==> src/rtl/mux_arb_2x4b_pkg.sv <==
// Shared constants for the two-requester nibble arbiter: source codes,
// FSM state encoding and the default grant-counter width.
package mux_arb_2x4b_pkg;

  localparam logic SRC_A = 1'b0;
  localparam logic SRC_B = 1'b1;

  localparam int CNT_W_DEF = 8;

  typedef enum logic {
    ST_EMPTY = 1'b0,
    ST_FULL  = 1'b1
  } state_t;

endpackage

==> src/rtl/mux_arb_2x4b_mux.sv <==
// 2:1 nibble multiplexer shared by the arbiter datapath; sel=0 picks a.
module mux2x1_4b (
  output logic [3:0] out,
  input  logic [3:0] a,
  input  logic [3:0] b,
  input  logic       sel
);

  assign out = sel ? b : a;

endmodule

==> src/rtl/mux_arb_2x4b.sv <==
// Round-robin arbiter between requesters A and B feeding a one-entry
// registered output stage with valid/ready, plus per-requester grant counters.
//
// state    | meaning
// ST_EMPTY | output stage holds nothing, out_valid=0
// ST_FULL  | output stage holds an unconsumed nibble, out_valid=1
module mux_arb_2x4b
  import mux_arb_2x4b_pkg::*;
#(
  parameter int CNT_W = CNT_W_DEF
) (
  input  logic             clk,
  input  logic             reset,
  input  logic             req_a,
  input  logic [3:0]       data_a,
  input  logic             req_b,
  input  logic [3:0]       data_b,
  output logic             ack_a,
  output logic             ack_b,
  output logic [3:0]       out,
  output logic             out_valid,
  input  logic             out_ready,
  output logic             out_src,
  output logic [CNT_W-1:0] cnt_a,
  output logic [CNT_W-1:0] cnt_b
);

  localparam logic [CNT_W-1:0] CNT_ONE = {{(CNT_W-1){1'b0}}, 1'b1};

  state_t     state;
  state_t     state_nxt;
  logic       last_sel;
  logic       sel;
  logic       slot_free;
  logic       capture;
  logic [3:0] mux_out;

  mux2x1_4b u_mux (
    .out (mux_out),
    .a   (data_a),
    .b   (data_b),
    .sel (sel)
  );

  always_comb begin
    sel = SRC_A;
    if (req_a && req_b) begin
      sel = ~last_sel;
    end else if (req_b) begin
      sel = SRC_B;
    end

    slot_free = (state == ST_EMPTY) || out_ready;
    // Reset suppresses the grant so no nibble is acknowledged and then lost.
    capture   = !reset && slot_free && (req_a || req_b);
    ack_a     = capture && (sel == SRC_A);
    ack_b     = capture && (sel == SRC_B);

    state_nxt = state;
    if (capture) begin
      state_nxt = ST_FULL;
    end else if ((state == ST_FULL) && out_ready) begin
      state_nxt = ST_EMPTY;
    end
  end

  assign out_valid = (state == ST_FULL);

  always_ff @(posedge clk) begin
    if (reset) begin
      state    <= ST_EMPTY;
      out      <= 4'h0;
      out_src  <= SRC_A;
      last_sel <= SRC_B;
      cnt_a    <= '0;
      cnt_b    <= '0;
    end else begin
      state <= state_nxt;
      if (capture) begin
        out      <= mux_out;
        out_src  <= sel;
        last_sel <= sel;
        if (sel == SRC_B) begin
          cnt_b <= cnt_b + CNT_ONE;
        end else begin
          cnt_a <= cnt_a + CNT_ONE;
        end
      end
    end
  end

endmodule
==> config.mk <==
export PLATFORM = sky130hd
export DESIGN_NAME = mux_arb_2x4b
export DESIGN_NICKNAME = d
export VERILOG_FILES = /design/src/rtl/mux_arb_2x4b_pkg.sv /design/src/rtl/mux_arb_2x4b_mux.sv /design/src/rtl/mux_arb_2x4b.sv
export SDC_FILE = /design/constraint.sdc
export NUM_CORES = 1
export LEC_CHECK = 0
export CELL_PAD_IN_SITES_DETAIL_PLACEMENT = 1
export CELL_PAD_IN_SITES_GLOBAL_PLACEMENT = 2
export CORE_MARGIN = 10
export CORE_UTILIZATION = 25
export DETAILED_ROUTE_END_ITERATION = 8
export HOLD_SLACK_MARGIN = 0.08
export PLACE_DENSITY_LB_ADDON = 0.1
export SLEW_MARGIN = 15
export SYNTH_ARGS = -nofsm -noshare
export SYNTH_HDL_FRONTEND = slang
export SYNTH_HIERARCHICAL = 1
export SYNTH_SLANG_ARGS = --single-unit
==> constraint.sdc <==
create_clock -name clk -period 1.85 [get_ports clk]
set_input_delay 0.37 -clock clk [delete_from_list [all_inputs] [get_ports clk]]
set_output_delay 0.37 -clock clk [all_outputs]
set_load 0.03 [all_outputs]
==> results of run 1 <==
==> cell families after synthesis <==
kind of cell / Yosys count
buffers and inverters: 9
multiplexers: 9
flip-flops: 23
AO/OA/AOI/OAI: 19
AND/OR/NAND/NOR: 56
adder cells (fa/ha/maj): 2
XOR/XNOR: 4
==> what timing repair did <==
item / 4_1_cts / 5_1_grt
resized for setup: 7 / 3
pin swaps: 1 / 1
endpoints found under the setup margin: 3 / 5
setup buffers: 3 / 0
==> metal layers <==
| layer | up-vias | share of wire, % | routed length, um | GRT usage, % |
|---|---|---|---|---|
| li1 | 512 | - | - | - |
| met3 | 4 | 7.6 | 237 | 4.352 |
| met1 | 456 | 43 | 1347 | 9.575 |
| met2 | 19 | 48 | 1492 | 13.62 |
| met5 | - | 0 | 0 | 0 |
| met4 | 0 | 0.87 | 27 | 2.246 |
==> layout by cell type, fill, tap and decap left out, types with 4 or more instances in the layout <==
master	count
nand2b_1	8
xnor2_1	4
buf_4	13
o21ai_0	8
mux2_2	4
clkdlybuf4s50_1	29
dfxtp_1	22
mux2i_1	4
nor2_1	10
a21oi_1	5
or3_1	4
nand2_1	14
==> cell type report <==
class | instances | area share [%]
Inverter | 4 | 1.375
Timing Repair Buffer | 49 | 28.04
Multi-Input combinational cell | 90 | 35.68
Sequential cell | 23 | 28.34
Clock buffer | 4 | 2.750
Tap cell | 50 | 3.820
==> flip-flops by register name (all words and copies together), names as in the netlist <==
register / count
out_src: 1
last_sel: 1
out_valid: 1
cnt_a: 8
cnt_b: 8
out: 4
==> worst register-to-register path: cells and delay by family, from the launching register on <==
kind                   cells  cell delay (ns)
buffers and inverters      2             0.19
flip-flops                 1             0.35
AND/OR/NAND/NOR            3             0.75
multiplexers               1             0.33
==> metrics by stage <==
stage	instance area, um2	setup slack (ns)
6_report	1638	0.01138
3_3_place_gp	1563	-0.2851
2_1_floorplan	1096	-0.01728
4_1_cts	1634	-0.006336
5_1_grt	1638	-0.03486
3_5_place_dp	1563	-0.3220
==> path summary, 6_finish.rpt <==
| check | start | endpoint | slack [ns] |
|---|---|---|---|
| setup / recovery | out_valid$_SDFFE_PP0P_ | ack_a | 0.01 |
| hold / removal | out[2]$_SDFFE_PP0P_ | out[2]$_SDFFE_PP0P_ | 0.48 |
| setup reg to reg | out_valid$_SDFFE_PP0P_ | cnt_a[7]$_SDFFE_PP0P_ | 0.13 |
| hold reg to reg | out[2]$_SDFFE_PP0P_ | out[2]$_SDFFE_PP0P_ | 0.48 |
==> power breakdown <==
| part | switching [uW] | internal (uW) | leakage (uW) |
|---|---|---|---|
| combinational | 97.0 | 97.2 | 0.000453 |
| sequential | 12.2 | 512 | 0.000188 |
| clock | 156 | 154 | 0.0000228 |
==> flow_summary.ini, run 1 <==
[run_status]
outcome = complete, no violations

[detailed_routing]
viasPerCell = 4.505
postRouteWirelength_mm = 3.105
wire_per_inst_um = 14.11
antenna_left = 0
first_pass_iters = 3
drc = 0
drt_iter0_markers = 28
vias = 991

[die]
core-area_mm2 = 0.004086
die_h_um = 85.80
io_pins = 37
die-area_mm2 = 0.007361
num_rows = 23
dieWidth_um = 85.80
initial_utilization_pct = 26.48

[synth]
yosysMostFrequentCell = dfxtp_1
synth_top_family_by_area = simple AND/OR/NAND/NOR gates
synthTopCellsByArea = dfxtp_1 (43%), nand2_1 (4.9%), nand2b_1 (4.6%)
synth_ff_type = dfxtp_1
ys_warn_count = 6
synth-compound-area-share_pct = 10.75
syn_nets = 137
yosys.area.top_type = dfxtp_1
netlist.area_leader.share_pct = 42.54
ys_seq_area_share_pct = 42.54
synth_cells = 122
synthSimpleGateAreaFrac_pct = 27.51
synth-async-reset-ratio_pct = 0
avgSynthCellArea_um2 = 8.871
synth_cell_types = 29
synth_common_cells = dfxtp_1 (23), nand2_1 (14), nor2_1 (10)
yosys.area_share.xor_xnor_pct = 3.237
synthAdderAreaFrac_pct = 2.312
ys_ff_latch = 23
synth_mux_area_share_pct = 8.902
syn_area_mm2 = 0.001082
synth_edf_count = 0

[placement]
io_buffers = 36
gp_congestion = 0.7264
dpl.hpwl_mm = 2.378
place_inst = 214

[setup_path]
worst_path_largest_cell_delay_ns = 0.54
cp_num_cells = 4
cp.required_ns = 1.48
cp.buffers_inverters = 2
cp.arrival_ns = 1.47
crit_path_max_fanout = 2
cp_slowest_cell = or4b_4
cp_cell_sequence = nor2b_4 -> or4b_4 -> inv_8 -> buf_6
worstSetupStartpointType = flop
crit_type = flop to output port
end_kind = output port
critPathTopFamily = simple AND/OR/NAND/NOR gates
ff2ff_path_depth = 6

[timing]
hold_viol = 0
rsz0062_at_grt = yes
worst_pin_slew_ns = 0.3260
fin_hold_ws_ns = 0.4842
finalSetupTns_ns = 0
finalSetupViolCount = 0
final.setup_skew_ns = 0.004336
period_share_pct = 99.38
period_needed_ns = 1.839
max_freq_mhz = 543.9
drv_slew = 0
slew_headroom_pct = 78.07

[clock_network]
cts_tree = built
htree_levels = 1
clock_path_buffers = 2
clk_latency_ns = 0.26
clock-sinks = 23
clk_pin_slew_ns = 0.08
cts-root-buf = clkbuf_8
cts_hold_buf = 0
cts-buffers-inserted = 3

[global_route]
grt_max_degree = 31
grt_pass1_wl_mm = 5.112
antenna_found_initial = 0
grt_pass1_vias = 1043
overflow = 0
track_usage_pct = 8.450

[cells_and_area]
fillCellCount = 494
nNetsFinal = 186
fin_util_pct = 40.08
ff_latch_area_um2 = 464.2
stdcell_count = 220
drive_above_1_share_pct = 17.65
diodes = 0
area_growth_pct = 51.33
multiInputGateArea_um2 = 584.3

[min_path]
holdPathStages = 2
min-delay-path-class = flop to flop

[pwr]
vdd_drop_max_uv = 246.9
p_per_area_mw_per_mm2 = 628.0
finalPower_uw = 1029
p_leak_uw = 0.0006636

[job]
cap_violations = 0
No activity file was read; power rests on OpenSTA's default activity.
==> inputs of run 2 (changes only) <==
SETUP_SLACK_MARGIN = 0.1   (was unset)
==> run 2 against run 1 <==
  * Fmax up 1.2%
  * Die area did not move
  * Largest power group unchanged
  * Worst hold slack worse by 0.0027 ns
  * Via count up 2.4%
  * Global-route usage up 0.28 points
  * Highest routed layer unchanged
==> flow_summary.ini, run 2 (synthesis gave the netlist of run 1 again) <==
[run_status]
outcome = complete, no violations

[detailed_routing]
viasPerCell = 4.614
antenna_left = 0
drt_iter0_markers = 31
first_pass_iters = 4
postRouteWirelength_mm = 3.122
wire_per_inst_um = 14.19
drc = 0
vias = 1015

[global_route]
grt_max_degree = 31
track_usage_pct = 8.730
grt_pass1_vias = 1100
grt_pass1_wl_mm = 5.382
antenna_found_initial = 0
overflow = 0

[setup_path]
r2r-end = cnt_a[4]$_SDFFE_PP0P_
crit-reg2reg-launch = out_valid$_SDFFE_PP0P_
crit_path_max_fanout = 2
rrSetupSlack_ns = 0.16
cp_cell_sequence = nor2b_4 -> or4b_4 -> inv_8 -> buf_6
startpoint = out_valid$_SDFFE_PP0P_
worst_path_largest_cell_delay_ns = 0.53
cp.arrival_ns = 1.45
crit_type = flop to output port
end_kind = output port
ff2ff_path_depth = 5
worstSetupStartpointType = flop
cp.required_ns = 1.48
cp_slowest_cell = or4b_4

[timing]
drv_slew = 0
fin_hold_ws_ns = 0.4815
period_needed_ns = 1.816
finalSetupViolCount = 0
max_freq_mhz = 550.6
hold_viol = 0
worst_pin_slew_ns = 0.3373
slew_headroom_pct = 77.48
final.setup_skew_ns = 0.0008501
finalSetupTns_ns = 0
rsz0062_at_grt = yes
period_share_pct = 98.18

[die]
io_pins = 37
core-area_mm2 = 0.004086
die_h_um = 85.80
die-area_mm2 = 0.007361
dieWidth_um = 85.80
num_rows = 23
initial_utilization_pct = 26.48

[pwr]
p_leak_uw = 0.0007874
finalPower_uw = 1030
vdd_drop_max_uv = 364.6
p_per_area_mw_per_mm2 = 622.7

[clock_network]
cts-buffers-inserted = 3
clock_path_buffers = 2
cts_hold_buf = 0
clk_latency_ns = 0.26
htree_levels = 1
cts_tree = built
clock-sinks = 23
cts-root-buf = clkbuf_8
clk_pin_slew_ns = 0.08

[cells_and_area]
largestRegisters = cnt_a (8), cnt_b (8), out (4)
stdcell_count = 220
mostFrequentLayoutCell = dfxtp_1
nNetsFinal = 186
layout_common_cells = dfxtp_1 (21), clkdlybuf4s50_1 (20), nand2_1 (14)
area_growth_pct = 52.83
fin_util_pct = 40.48
drive_above_1_share_pct = 17.06
fillCellCount = 500
diodes = 0

[placement]
place_inst = 213
dpl.hpwl_mm = 2.400
io_buffers = 36
gp_congestion = 0.6748

[min_path]
min-delay-path-class = flop to flop
hold_path_end = out[1]$_SDFFE_PP0P_
holdPathStages = 2
min_from = out[1]$_SDFFE_PP0P_

[job]
cap_violations = 0
run 2: critical path, delay by kind of cell (launching register included):
kind | cells | cell delay, ns
buffers and inverters | 2 | 0.19
flip-flops | 1 | 0.35
AND/OR/NAND/NOR | 2 | 0.65
run 2: per-layer routing:
metal	vias to the layer above	global-route usage [%]	routed length, um
met4	0	1.347	19
met3	2	4.352	252
met1	477	9.714	1325
met2	19	14.85	1524
met5	-	0	0
li1	517	-	-
run 2: how the worst max path moves through the flow:
stage,end,slack [ns],cells past startpoint
after floorplan,cnt_a[7]$_SDFFE_PP0P_,-0.02,7
after global placement,ack_a,-0.29,5
after detailed placement,cnt_a[7]$_SDFFE_PP0P_,-0.32,6
after CTS,ack_a,0.02,4
after global routing,ack_a,-0.01,4
final,ack_a,0.03,4
run 2: what timing repair did:
item,4_1_cts,5_1_grt
setup buffers,4,0
resized for setup,11,9
endpoints found under the setup margin,12,14
pin swaps,2,1
run 2: layout make-up:
type | instances | area [um2] | area share [%]
clock buffers | 4 | 45.04 | 2.723
inverters | 4 | 22.52 | 1.362
multi-input cells | 90 | 588.1 | 35.55
flip-flops and latches | 23 | 465.4 | 28.14
well taps | 50 | 62.56 | 3.782
repair buffers | 49 | 470.5 | 28.44
run 2: report_power, final:
part           switching [uW]  internal [uW]
clock network             155            153
registers                12.6            513
logic                    98.5           97.3
total                     266            764
run 2: through the flow:
step	setup slack, ns	cell area [um2]
4_1_cts	0.01512	1637
3_3_place_gp	-0.2919	1555
2_1_floorplan	-0.01621	1096
6_report	0.03366	1654
5_1_grt	-0.01206	1654
3_5_place_dp	-0.3162	1555
